==> config.mk <==
export PLATFORM = sky130hd
export DESIGN_NAME = dp_sink_unpack
export DESIGN_NICKNAME = d
export VERILOG_FILES = /design/src/rtl/dp_sink_unpack_pkg.sv /design/src/rtl/dp_sink_byte.sv /design/src/rtl/dp_sink_unpack.sv
export SDC_FILE = /design/constraint.sdc
export NUM_CORES = 1
export LEC_CHECK = 0
export ABC_AREA = 1
export BUFFER_PORTS_ARGS = -buffer_cell sky130_fd_sc_hd__buf_4
export CORE_ASPECT_RATIO = 1.1
export CORE_UTILIZATION = 43
export DETAILED_ROUTE_END_ITERATION = 10
export MAX_ROUTING_LAYER = met4
export PLACE_DENSITY = 0.61
export SLEW_MARGIN = 20
export SYNTH_ARGS = -nofsm -noshare
export SYNTH_HDL_FRONTEND = slang
export SYNTH_SLANG_ARGS = --single-unit
==> constraint.sdc <==
create_clock -name clk -period 5.1 [get_ports clk]
set_clock_uncertainty 0.05 [all_clocks]
set_input_delay 0.51 -clock clk [delete_from_list [all_inputs] [get_ports clk]]
set_output_delay 0.51 -clock clk [all_outputs]
set_load 0.01 [all_outputs]
==> src/rtl/dp_sink_unpack_pkg.sv <==
// Shared DisplayPort main-link definitions: K-symbol codes, link region states
// and the per-byte context that is threaded through the depacketizer chain.
package dp_sink_unpack_pkg;

   localparam logic [7:0] SYM_BS = 8'hBC;   // blanking start
   localparam logic [7:0] SYM_BE = 8'hFB;   // blanking end
   localparam logic [7:0] SYM_FS = 8'hFE;   // fill start
   localparam logic [7:0] SYM_FE = 8'hF7;   // fill end

   typedef enum logic [1:0] {
      ST_BLANK      = 2'd0,
      ST_BLANK_VBID = 2'd1,
      ST_DATA       = 2'd2,
      ST_FILL       = 2'd3
   } dp_state_e;

   // Context carried from one byte to the next: region, bytes already held
   // for the current pixel, and the partially assembled pixel.
   typedef struct packed {
      dp_state_e   st;
      logic [1:0]  rem;
      logic [23:0] acc;
   } dp_ctx_t;

endpackage

==> src/rtl/dp_sink_byte.sv <==
// One combinational depacketizer step for a single symbol. Four of these are
// chained to process a 32-bit link word in byte order.
module dp_sink_byte
   import dp_sink_unpack_pkg::*;
(
   input  dp_ctx_t     cin,
   input  logic [7:0]  sym,
   input  logic        k,
   output dp_ctx_t     cout,
   output logic        pdone,
   output logic [23:0] pix,
   output logic        err,
   output logic        be,
   output logic        vbld
);

   // Decode one symbol: K codes steer the region, data bytes fill the pixel.
   always_comb begin
      cout  = cin;
      pdone = 1'b0;
      pix   = cin.acc;
      err   = 1'b0;
      be    = 1'b0;
      vbld  = 1'b0;
      if (k) begin
         case (sym)
            SYM_BS: begin
               // a pixel cut short by blanking is discarded
               err      = (cin.rem != 2'd0);
               cout.rem = 2'd0;
               cout.acc = 24'd0;
               cout.st  = ST_BLANK_VBID;
            end
            SYM_BE: begin
               err     = (cin.st != ST_BLANK);
               cout.st = ST_DATA;
               be      = 1'b1;
            end
            SYM_FS: begin
               err     = (cin.st != ST_DATA);
               cout.st = ST_FILL;
            end
            SYM_FE: begin
               err     = (cin.st != ST_FILL);
               cout.st = ST_DATA;
            end
            default: err = 1'b1;
         endcase
      end else begin
         case (cin.st)
            ST_BLANK_VBID: begin
               vbld    = 1'b1;
               cout.st = ST_BLANK;
            end
            ST_DATA: begin
               case (cin.rem)
                  2'd0: begin
                     cout.acc[23:16] = sym;
                     cout.rem        = 2'd1;
                  end
                  2'd1: begin
                     cout.acc[15:8] = sym;
                     cout.rem       = 2'd2;
                  end
                  default: begin
                     cout.acc[7:0] = sym;
                     cout.rem      = 2'd0;
                     pix           = {cin.acc[23:8], sym};
                     pdone         = 1'b1;
                  end
               endcase
            end
            default: ;  // blanking and fill bytes carry no pixel data
         endcase
      end
   end

endmodule

==> src/rtl/dp_sink_unpack.sv <==
// Sink-side main-link depacketizer: turns 4-symbol link words into up to two
// RGB pixels per cycle with coordinates, line start and vertical blank status.
module dp_sink_unpack
   import dp_sink_unpack_pkg::*;
#(
   parameter int XBITS = 12,
   parameter int YBITS = 12
) (
   input  logic             clk,
   input  logic             reset,
   input  logic [31:0]      data,
   input  logic [3:0]       isk,
   output logic [23:0]      pix0,
   output logic [23:0]      pix1,
   output logic [1:0]       pixvalid,
   output logic [XBITS-1:0] pixx,
   output logic [YBITS-1:0] pixy,
   output logic             linestart,
   output logic             vblank,
   output logic             err
);

   dp_ctx_t          ctx_q, ctx1, ctx2, ctx3, ctx4;
   logic [XBITS-1:0] x_q, cx, n_x;
   logic [YBITS-1:0] y_q, cy, n_y;
   logic             lp_q, clp, cvb, got;
   logic [3:0]       pd, be, berr, vbld;
   logic [23:0]      bpix [4];
   logic [23:0]      n_p0, n_p1;
   logic [1:0]       n_pv;
   logic             n_ls, n_err;

   // Byte chain; each step sees the context left by the previous byte.
   dp_sink_byte u_b0 (.cin(ctx_q), .sym(data[7:0]),   .k(isk[0]), .cout(ctx1),
                      .pdone(pd[0]), .pix(bpix[0]), .err(berr[0]), .be(be[0]), .vbld(vbld[0]));
   dp_sink_byte u_b1 (.cin(ctx1),  .sym(data[15:8]),  .k(isk[1]), .cout(ctx2),
                      .pdone(pd[1]), .pix(bpix[1]), .err(berr[1]), .be(be[1]), .vbld(vbld[1]));
   dp_sink_byte u_b2 (.cin(ctx2),  .sym(data[23:16]), .k(isk[2]), .cout(ctx3),
                      .pdone(pd[2]), .pix(bpix[2]), .err(berr[2]), .be(be[2]), .vbld(vbld[2]));
   dp_sink_byte u_b3 (.cin(ctx3),  .sym(data[31:24]), .k(isk[3]), .cout(ctx4),
                      .pdone(pd[3]), .pix(bpix[3]), .err(berr[3]), .be(be[3]), .vbld(vbld[3]));

   // Walk the four byte results in order to update position, blanking and
   // the two pixel slots.
   always_comb begin
      cx    = x_q;
      cy    = y_q;
      cvb   = vblank;
      clp   = lp_q;
      n_pv  = 2'b00;
      n_p0  = 24'd0;
      n_p1  = 24'd0;
      n_x   = x_q;
      n_y   = y_q;
      n_ls  = 1'b0;
      n_err = |berr;
      got   = 1'b0;
      for (int i = 0; i < 4; i++) begin
         if (isk[i] && data[8*i +: 8] == SYM_BS) begin
            // only an active line that produced pixels advances y
            if (clp && !cvb) cy = cy + 1'b1;
            clp = 1'b0;
         end
         if (be[i]) begin
            cx   = '0;
            n_ls = 1'b1;
         end
         if (vbld[i]) begin
            cvb = data[8*i];
            if (data[8*i]) cy = '0;
         end
         if (pd[i]) begin
            if (!n_pv[0]) begin
               n_p0    = bpix[i];
               n_pv[0] = 1'b1;
               n_x     = cx;
            end else begin
               n_p1    = bpix[i];
               n_pv[1] = 1'b1;
            end
            n_y = cy;
            got = 1'b1;
            cx  = cx + 1'b1;
            clp = 1'b1;
         end
      end
      if (!n_pv[0]) n_x = cx;
      if (!got)     n_y = cy;
   end

   // Register link context and all outputs.
   always_ff @(posedge clk or posedge reset) begin
      if (reset) begin
         ctx_q     <= '{st: ST_BLANK, rem: 2'd0, acc: 24'd0};
         x_q       <= '0;
         y_q       <= '0;
         lp_q      <= 1'b0;
         vblank    <= 1'b1;
         pix0      <= 24'd0;
         pix1      <= 24'd0;
         pixvalid  <= 2'b00;
         pixx      <= '0;
         pixy      <= '0;
         linestart <= 1'b0;
         err       <= 1'b0;
      end else begin
         ctx_q     <= ctx4;
         x_q       <= cx;
         y_q       <= cy;
         lp_q      <= clp;
         vblank    <= cvb;
         pix0      <= n_p0;
         pix1      <= n_p1;
         pixvalid  <= n_pv;
         pixx      <= n_x;
         pixy      <= n_y;
         linestart <= n_ls;
         err       <= n_err;
      end
   end

endmodule

==> impl_metrics.tcl <==
set metrics [dict create \
    cts-htree-levels 4 \
    route.met3.wl_um 2544 \
    grt.overflow.total 0 \
    relSlewSlack_pct 47.63 \
    die_h_um 162.5 \
    place_inst 1901 \
    crit_arrival_ns 4.33 \
    cts_setup_buffers 0 \
    max_clock_freq_mhz 246.2 \
    postPlaceCellArea_um2 11140 \
    synth-warning-count 0 \
    vias 10670 \
    required_ns 5.37 \
    syn2layout_area_growth_pct 16.79 \
    clk_path_buf_depth 2 \
    coreArea_um2 22930 \
    synth-edff-count 0 \
    vias_per_cell 5.519 \
    worstMarginPinSlew_ns 0.7846 \
    irDropWorstVdd_mv 0.2126 \
    crit_path_max_fanout 15 \
    fin_tns_setup_ns 0 \
    timing.rr.end "x_q[10]" \
    syn_area_um2 10070 \
    clk_transition_reported_paths_ns 0.06 \
    numCtsBuffers 17 \
    antenna_cells 0 \
    grt_pass1_vias 9979 \
    synth_fa_ha_area_share_pct 0.9940 \
    yosys.area_share.xor_xnor_pct 1.392 \
    row_count 58 \
    top_layer "met4" \
    drt_iter0_drc 1130 \
    ant_nets 0 \
    worstSkewPairLatency_ns 0.43 \
    start_kind "primary input" \
    gp_congestion 0.9872 \
    hold_path_class "in -> async" \
    synthFlopType "dfrtp_1" \
    max_stage_delay_ns 0.29 \
    hpwl_um 26560 \
    final_area_um2 11760 \
    end_kind "register" \
    synthMuxAreaShare_pct 0.09940 \
    cellLeakagePower_nw 5.990 \
    cellPowerDensity_nw_per_um2 369.0 \
    final_cell_count_no_fill 1934 \
    wl_per_cell_um 17.58 \
    syn-instance-count 1527 \
    synth-seq-cells 122 \
    synth.distinct_cells 60 \
    wl_met2_um 15840 \
    fill_cells 2379 \
    period_needed_ns 4.062 \
    synth_compound_area_share_pct 17.66 \
    critPathLaunch "data[2]" \
    nets 1667 \
    yosysSeqAreaShare_pct 30.33 \
    io_buffers 114 \
    register_area_um2 3054 \
    synth_top_area_cell "dfrtp_1" \
    crit_buf_inv 6 \
    drtPass1Iterations 6 \
    crit_family "simple AND/OR/NAND/NOR gates" \
    gr-usage-all-layers_pct 29.85 \
    grt_pass1_wl_um 53740 \
    fin_crit_sh_pct 79.64 \
    cap_violations 0 \
    syn_area_per_cell_um2 6.594 \
    syn-num-nets 1573 \
    netlist.area_leader.share_pct 30.07 \
    crit_slowest_cell "or2_2" \
    cts_resized 0 \
    antenna_found_initial 0 \
    multi_input_area_um2 5862 \
    synthArstFlopShare_pct 100.0 \
    grt_max_degree 75 \
    die-area_um2 24030 \
    wl_met1_um 14700 \
    clock_sinks 122 \
    yosys.area_share.simple_pct 38.07 \
    critPathKind "in -> reg" \
    wl_um 34000 \
    drive_above_1_share_pct 18.60 \
    drv_slew 0 \
    rsz0062_at_grt "no" \
    cts_root_buf "clkbuf_16" \
    cts_tree "done" \
    synth_area_leaders "dfrtp_1, nand2_1, inv_1" \
    rr_startpoint "ctx_q[26]" \
    initial_utilization_pct 43.91 \
    rrSetupSlack_ns 1.07 \
    die_w_um 147.9 \
    outcome "finished clean" \
    hold_viol 0 \
    crit_top_cell "nand2_1" \
    cts_hold_buf 0 \
    drc 0 \
    ios 115 \
    ff2ff_path_depth 23 \
    setup_viol 0 \
    synth_top_family_by_area "simple AND/OR/NAND/NOR gates" \
]
==> final cells by class <==
class | count | area share (%)
multi-input cells | 1116 | 49.85
flip-flops and latches | 122 | 25.97
clock inverters | 15 | 1.511
clock buffers | 17 | 3.617
well taps | 300 | 3.192
inverters | 236 | 7.586
repair buffers | 128 | 8.278
==> worst max path at each step <==
stage | slack (ns) | endpoint | depth (start not counted)
floorplan | 1.17 | x_q[10] | 28
global placement | 0.72 | x_q[10] | 28
detailed placement | 0.63 | x_q[10] | 28
CTS | 1.07 | x_q[10] | 28
global route | 0.70 | x_q[10] | 29
finish | 1.04 | x_q[10] | 28
==> synth_stat cells (all sizes together), types with 6 or more instances <==
cell type	n
a31oi	20
xor2	12
a32oi	8
o22ai	27
nor3	27
nand4	31
o21ai	114
nand2	364
nor2	228
inv	230
ha	8
clkbuf	32
o21bai	6
a22oi	9
o211ai	20
o221ai	8
nor4	6
a21oi	59
clkinv	6
nand3	134
dfrtp	121
buf	21
==> per-layer routing <==
layer	GRT usage [%]	vias to the layer above
met3	4.258	64
met4	9.653	0
met5	-	-
met1	38.80	4950
li1	-	5209
met2	47.83	450
==> power breakdown <==
part           leakage [nW]  internal (mW)  switching (mW)  total [mW]
registers              1.64           1.14          0.0998        1.24
clock network         0.293          0.767           0.479        1.25
logic                  4.06          0.596            1.25        1.85
total                  5.99           2.51            1.83        4.34
==> cell usage in the layout (no fill, tap or decap), drive strengths merged, types with 27 or more instances in the layout <==
master | netlist | routed
o21ai | 114 | 114
nand2 | 364 | 364
nand4 | 31 | 31
buf | 21 | 128
nand3 | 134 | 134
inv | 230 | 230
a21oi | 59 | 59
nor2 | 228 | 228
dfrtp | 121 | 121
o22ai | 27 | 27
nor3 | 27 | 27
==> worst reg2reg max path: cells and delay by family, from the launching register on <==
family / cells / cell delay [ns]
and+or+nand+nor: 17 / 2.30
adders and majority gates: 2 / 0.42
AOI/OAI and AO/OA: 1 / 0.14
DFF: 1 / 0.49
buffers and inverters: 3 / 0.52
==> per-stage QoR <==
step                hold WS [ns]  power (mW)  util, %  setup slack, ns
global route              0.2233       4.602    51.28           0.6994
detailed placement        0.5463       3.071    48.57           0.6272
floorplan                 0.4385       2.509        -            1.172
CTS                       0.2040       4.330    51.19            1.066
finish                    0.1786       4.339    51.28            1.038
global placement          0.5527       3.057    48.57           0.7249
==> kinds of logic after synthesis <==
group                      count (synthesis)
and+or+nand+nor                          801
xor gates and xnor gates                  16
muxes                                      1
buffers and inverters                    289
AOI/OAI and AO/OA                        290
DFF                                      122
adders and majority gates                  8
==> state kept, by name (all words and copies together), names as in the netlist <==
| name | cells |
|---|---|
| pixy | 12 |
| pix0 | 24 |
| x_q | 12 |
| linestart | 1 |
| ctx_q | 20 |
| pixvalid | 2 |
| y_q | 12 |
| lp_q | 1 |
| pixx | 12 |
| err | 1 |
| pix1 | 24 |
| vblank | 1 |
Power figures use the tool's default switching activity.
